File: src/rtl/psum_accumulator_tn.sv
// Accumulates Tn-lane adder-tree results over a configured number of input-channel
// iterations with per-lane saturation, then offers the partial sums on valid/ready.
module psum_accumulator_tn #(
  parameter int unsigned Tn            = 4,
  parameter int unsigned FEATURE_WIDTH = 16,
  parameter int unsigned ACC_WIDTH     = 32,
  parameter int unsigned CNT_WIDTH     = 8
) (
  input  logic                          fast_clk,
  input  logic                          rst_n,
  input  logic                          cfg_valid,
  input  logic [CNT_WIDTH-1:0]          cfg_iter_num,
  output logic                          cfg_ready,
  input  logic                          adder_done,
  input  logic [Tn*FEATURE_WIDTH-1:0]   kernel_sum_tn,
  output logic                          out_valid,
  input  logic                          out_ready,
  output logic [Tn*ACC_WIDTH-1:0]       out_data,
  output logic [Tn-1:0]                 out_sat,
  output logic                          drop_err
);

  localparam logic [1:0] IDLE   = 2'd0;
  localparam logic [1:0] ACCUM  = 2'd1;
  localparam logic [1:0] OUTPUT = 2'd2;

  localparam int unsigned SUM_W = ACC_WIDTH + 1;
  localparam int unsigned EXT_W = SUM_W - FEATURE_WIDTH;

  localparam logic [ACC_WIDTH-1:0] ACC_MAX = {1'b0, {(ACC_WIDTH-1){1'b1}}};
  localparam logic [ACC_WIDTH-1:0] ACC_MIN = {1'b1, {(ACC_WIDTH-1){1'b0}}};

  logic [1:0]                state_q, state_d;
  logic [Tn*ACC_WIDTH-1:0]   acc_q, acc_d;
  logic [Tn-1:0]             sat_q, sat_d;
  logic [CNT_WIDTH-1:0]      cnt_q, cnt_d;
  logic [CNT_WIDTH-1:0]      iter_q, iter_d;
  logic                      drop_q, drop_d;
  logic                      cfg_ready_q, out_valid_q;

  logic [Tn*ACC_WIDTH-1:0]   acc_beat;
  logic [Tn-1:0]             sat_beat;
  logic [ACC_WIDTH-1:0]      acc_lane;
  logic [FEATURE_WIDTH-1:0]  in_lane;
  logic [SUM_W-1:0]          lane_sum;

  // Per-lane widened add; overflow shows up as disagreement of the top two sum bits
  always_comb begin
    acc_beat = '0;
    sat_beat = '0;
    acc_lane = '0;
    in_lane  = '0;
    lane_sum = '0;
    for (int i = 0; i < int'(Tn); i++) begin
      acc_lane = acc_q[i*ACC_WIDTH +: ACC_WIDTH];
      in_lane  = kernel_sum_tn[i*FEATURE_WIDTH +: FEATURE_WIDTH];
      lane_sum = {acc_lane[ACC_WIDTH-1], acc_lane}
               + {{EXT_W{in_lane[FEATURE_WIDTH-1]}}, in_lane};
      if (lane_sum[SUM_W-1] != lane_sum[SUM_W-2]) begin
        sat_beat[i] = 1'b1;
        acc_beat[i*ACC_WIDTH +: ACC_WIDTH] = lane_sum[SUM_W-1] ? ACC_MIN : ACC_MAX;
      end else begin
        acc_beat[i*ACC_WIDTH +: ACC_WIDTH] = lane_sum[ACC_WIDTH-1:0];
      end
    end
  end

  // Next-state and datapath update
  always_comb begin
    state_d = state_q;
    acc_d   = acc_q;
    sat_d   = sat_q;
    cnt_d   = cnt_q;
    iter_d  = iter_q;
    drop_d  = drop_q;
    case (state_q)
      IDLE: begin
        if (cfg_valid && (cfg_iter_num != '0)) begin
          iter_d  = cfg_iter_num;
          acc_d   = '0;
          sat_d   = '0;
          cnt_d   = '0;
          state_d = ACCUM;
        end
        if (adder_done) drop_d = 1'b1;
      end
      ACCUM: begin
        if (adder_done) begin
          acc_d = acc_beat;
          sat_d = sat_q | sat_beat;
          cnt_d = cnt_q + CNT_WIDTH'(1);
          if (cnt_q == (iter_q - CNT_WIDTH'(1))) state_d = OUTPUT;
        end
      end
      OUTPUT: begin
        if (out_ready) state_d = IDLE;
        if (adder_done) drop_d = 1'b1;
      end
      default: state_d = IDLE;
    endcase
  end

  always_ff @(posedge fast_clk or negedge rst_n) begin
    if (!rst_n) begin
      state_q     <= IDLE;
      acc_q       <= '0;
      sat_q       <= '0;
      cnt_q       <= '0;
      iter_q      <= '0;
      drop_q      <= 1'b0;
      cfg_ready_q <= 1'b1;
      out_valid_q <= 1'b0;
    end else begin
      state_q     <= state_d;
      acc_q       <= acc_d;
      sat_q       <= sat_d;
      cnt_q       <= cnt_d;
      iter_q      <= iter_d;
      drop_q      <= drop_d;
      cfg_ready_q <= (state_d == IDLE);
      out_valid_q <= (state_d == OUTPUT);
    end
  end

  assign cfg_ready = cfg_ready_q;
  assign out_valid = out_valid_q;
  assign out_data  = acc_q;
  assign out_sat   = sat_q;
  assign drop_err  = drop_q;

endmodule

File: config.mk
export PLATFORM = sky130hd
export DESIGN_NAME = psum_accumulator_tn
export DESIGN_NICKNAME = d
export VERILOG_FILES = /design/src/rtl/psum_accumulator_tn.sv
export SDC_FILE = /design/constraint.sdc
export NUM_CORES = 1
export LEC_CHECK = 0
export ABC_AREA = 0
export CELL_PAD_IN_SITES_DETAIL_PLACEMENT = 0
export CELL_PAD_IN_SITES_GLOBAL_PLACEMENT = 1
export CORE_ASPECT_RATIO = 0.6
export CORE_MARGIN = 2
export CORE_UTILIZATION = 30
export DETAILED_ROUTE_END_ITERATION = 16
export PLACE_DENSITY_LB_ADDON = 0.1
export SYNTH_ARGS = -nofsm -noshare
export SYNTH_HDL_FRONTEND = slang
export SYNTH_SLANG_ARGS = --single-unit
File: constraint.sdc
create_clock -name fast_clk -period 11.15 [get_ports fast_clk]
set_input_delay 2.23 -clock fast_clk [delete_from_list [all_inputs] [get_ports fast_clk]]
set_output_delay 2.23 -clock fast_clk [all_outputs]
set_load 0.01 [all_outputs]
==> flow_summary.ini <==
[die]
dieWidth_um = 276
start_util = 0.306
ios = 212
die-area_um2 = 46000
die-height_um = 167
row_count = 59
core_um2 = 43500

[synth]
syn_area_um2 = 13300
postSynthAreaPerCell_um2 = 8.23
synth.most_common_cell = nand2_1
syn_nets = 1832
async_flop_share = 1.00
yosysUniqueCellTypes = 80
yosys-top-cells-count = 185 x nand2_1, 152 x dfrtp_1, 150 x nor2_1, 150 x o21ai_0, 136 x ha_1
ys_seq_area_frac = 0.288
synthTopCellsByArea = dfrtp_1 29%, ha_1 13%, o21ai_0 5.7%
synthCells = 1615
synth-main-ff-cell = dfrtp_1
yosys.area.top_type = dfrtp_1
synth_edf_count = 0
synth_top_area_frac = 0.286
ys_ff_latch = 153
yosysWarnings = 0

[detailed_routing]
drc_errors = 0
vias = 12400
wl_per_cell_um = 18.1
initialDrtViolationCount = 900
dr.pass1.iters = 5
ant_nets = 0
vias_per_cell = 5.24
routed_wl_um = 43000

[clock_tree]
cts_tree = yes
htree_levels = 4
insertion_delay_ns = 0.46
cts_root_buffer = clkbuf_16
path_clk_slew_ns = 0.07
clock_path_buffers = 2
cts_resized = 0
clock_sinks = 153
numCtsBuffers = 17
holdBufCountCts = 0
cts_setup_buffers = 0

[sta]
fin_ws_ns = 3.77
maxSlewViolCount = 0
post-route-min-period_ns = 7.38
finalHoldViolCount = 0
skew_ns = 0.0198
fmax_mhz = 135
min_period_over_period = 0.662
setup_viol_count_final = 0
max_slew_margin = 0.259
rsz0062_at_grt = false
tns_ns = 0
tightest_slew_ns = 1.11

[worst_setup_path]
crit_path_end = out_data[93]
cp-startpoint = kernel_sum_tn[47]
worstSetupPathType = in2reg
r2r_end = out_data[93]
crit_fanout = 32
cp.arrival_ns = 7.70
r2r_cells = 14
cp-start-kind = input pin
regToRegStartpoint = out_data[74]
regToRegSetupSlack_ns = 6.02
cp.required_ns = 11.47
end_kind = flop

[power]
ir_worst_vdd_mv = 0.178
p_int_w = 0.00305
p_sw_w = 0.00295
pwr-share-comb = 0.707
seq_power_share = 0.188
p_clk_frac = 0.105
switching_share = 0.492
p_leak_nw = 7.43
power_density_nw_per_um2 = 363
p_total_w = 0.00600

[placed_design]
globalplace.congestion = 0.854
port_buffers = 211
dpl_worst_slack_ns = 3.30
dp_hpwl_um = 31200

[layout]
antenna_cells = 0
finish.net_count = 1996
drive_gt1_frac = 0.0413
syn2layout_area_growth_pct = 24.3
fin_util = 0.380
nFillCells = 4418

[hold_path]
hold_path_class = reg2reg

[global_routing]
antenna_found_initial = 0
grt_usage = 0.186
grt_pass1_wl_um = 68500
grt_pass1_vias = 12000
grt_max_degree = 76
overflow = 0

[job]
maxCapViolations = 0

[run_status]
status = complete, no violations
## state kept, by name (all words and copies together), names as in the netlist
name / cells
out_valid: 1
iter_q: 8
state_q: 2
out_sat: 4
cnt_q: 8
cfg_ready: 1
out_data: 128
drop_err: 1
## layout by cell type (no fill, tap or decap), drive strengths merged, types with 15 or more instances in the layout
master	count
a211oi	15
a21o	89
a21oi	134
a221o	30
and3	25
clkbuf	19
clkdlybuf4s50	210
dfrtp	152
ha	136
inv	48
nand2	185
nand3	34
nand4	28
nor2	151
nor2b	16
o21a	20
o21ai	159
xnor2	72
xor2	46
## critical path, stage by stage
cell             delay [ns]
clkdlybuf4s50_1        0.86
ha_1                   0.62
a21o_1                 0.22
a21oi_1                0.22
nand2_1                0.08
a21oi_1                0.16
a31oi_1                0.11
a21oi_1                0.36
o21ai_0                0.15
a21oi_1                0.26
xnor2_1                0.10
ha_1                   1.03
a21oi_1                0.58
and3_1                 0.37
or3_1                  0.34
## kinds of logic (layout without fill, tap and decap cells)
group,Yosys count,in the layout,synth area share
buffers and inverters,117,294,0.0355
adders and majority gates,140,140,0.134
DFF,153,153,0.288
muxes,14,14,0.0114
AOI/OAI and AO/OA,553,553,0.269
and+or+nand+nor,520,520,0.183
xor gates and xnor gates,118,118,0.0784
## how the worst min path moves through the flow
stage / from / to / slack (ns) / depth (start not counted)
detailed placement: drop_err / drop_err / 0.45 / 1
global placement: drop_err / drop_err / 0.45 / 1
global route: drop_err / drop_err / 0.47 / 1
CTS: drop_err / drop_err / 0.46 / 1
floorplan: drop_err / drop_err / 0.49 / 1
finish: drop_err / drop_err / 0.45 / 1
## area by class of cell
type / count / area, um2 / share of cell area
Clock buffer: 19 / 453 / 0.0274
Clock inverter: 13 / 155 / 0.00940
Inverter: 41 / 154 / 0.00932
Multi-Input combinational cell: 1345 / 9000 / 0.545
Sequential cell: 153 / 3830 / 0.232
Tap cell: 579 / 724 / 0.0439
Timing Repair Buffer: 221 / 2190 / 0.133
## layer usage
layer	up-vias	track usage	part of all wire
li1	6231	-	-
met1	5923	0.295	0.55
met2	256	0.263	0.41
met3	23	0.0307	0.040
met4	0	0.0317	0.0078
met5	-	0	0
## stage by stage
step | area, um2 | hold WS (ns) | std cells
CTS | 16500 | 0.460 | 2371
global route | 16500 | 0.474 | 2371
global placement | 15900 | 0.445 | 2339
finish | 16500 | 0.454 | 2371
floorplan | 13300 | 0.493 | 1615
detailed placement | 15900 | 0.449 | 2339
## power groups by stage
stage	combinational (W)	clock, W	sequential, W
6_report	0.00424	0.000630	0.00113
5_1_grt	0.00475	0.000678	0.00118
4_1_cts	0.00426	0.000659	0.00114
3_5_place_dp	0.00424	0	0.00114
3_3_place_gp	0.00423	0	0.00114
2_1_floorplan	0.00281	0	0.00117
Note: power is estimated with default switching activity, not from simulation.
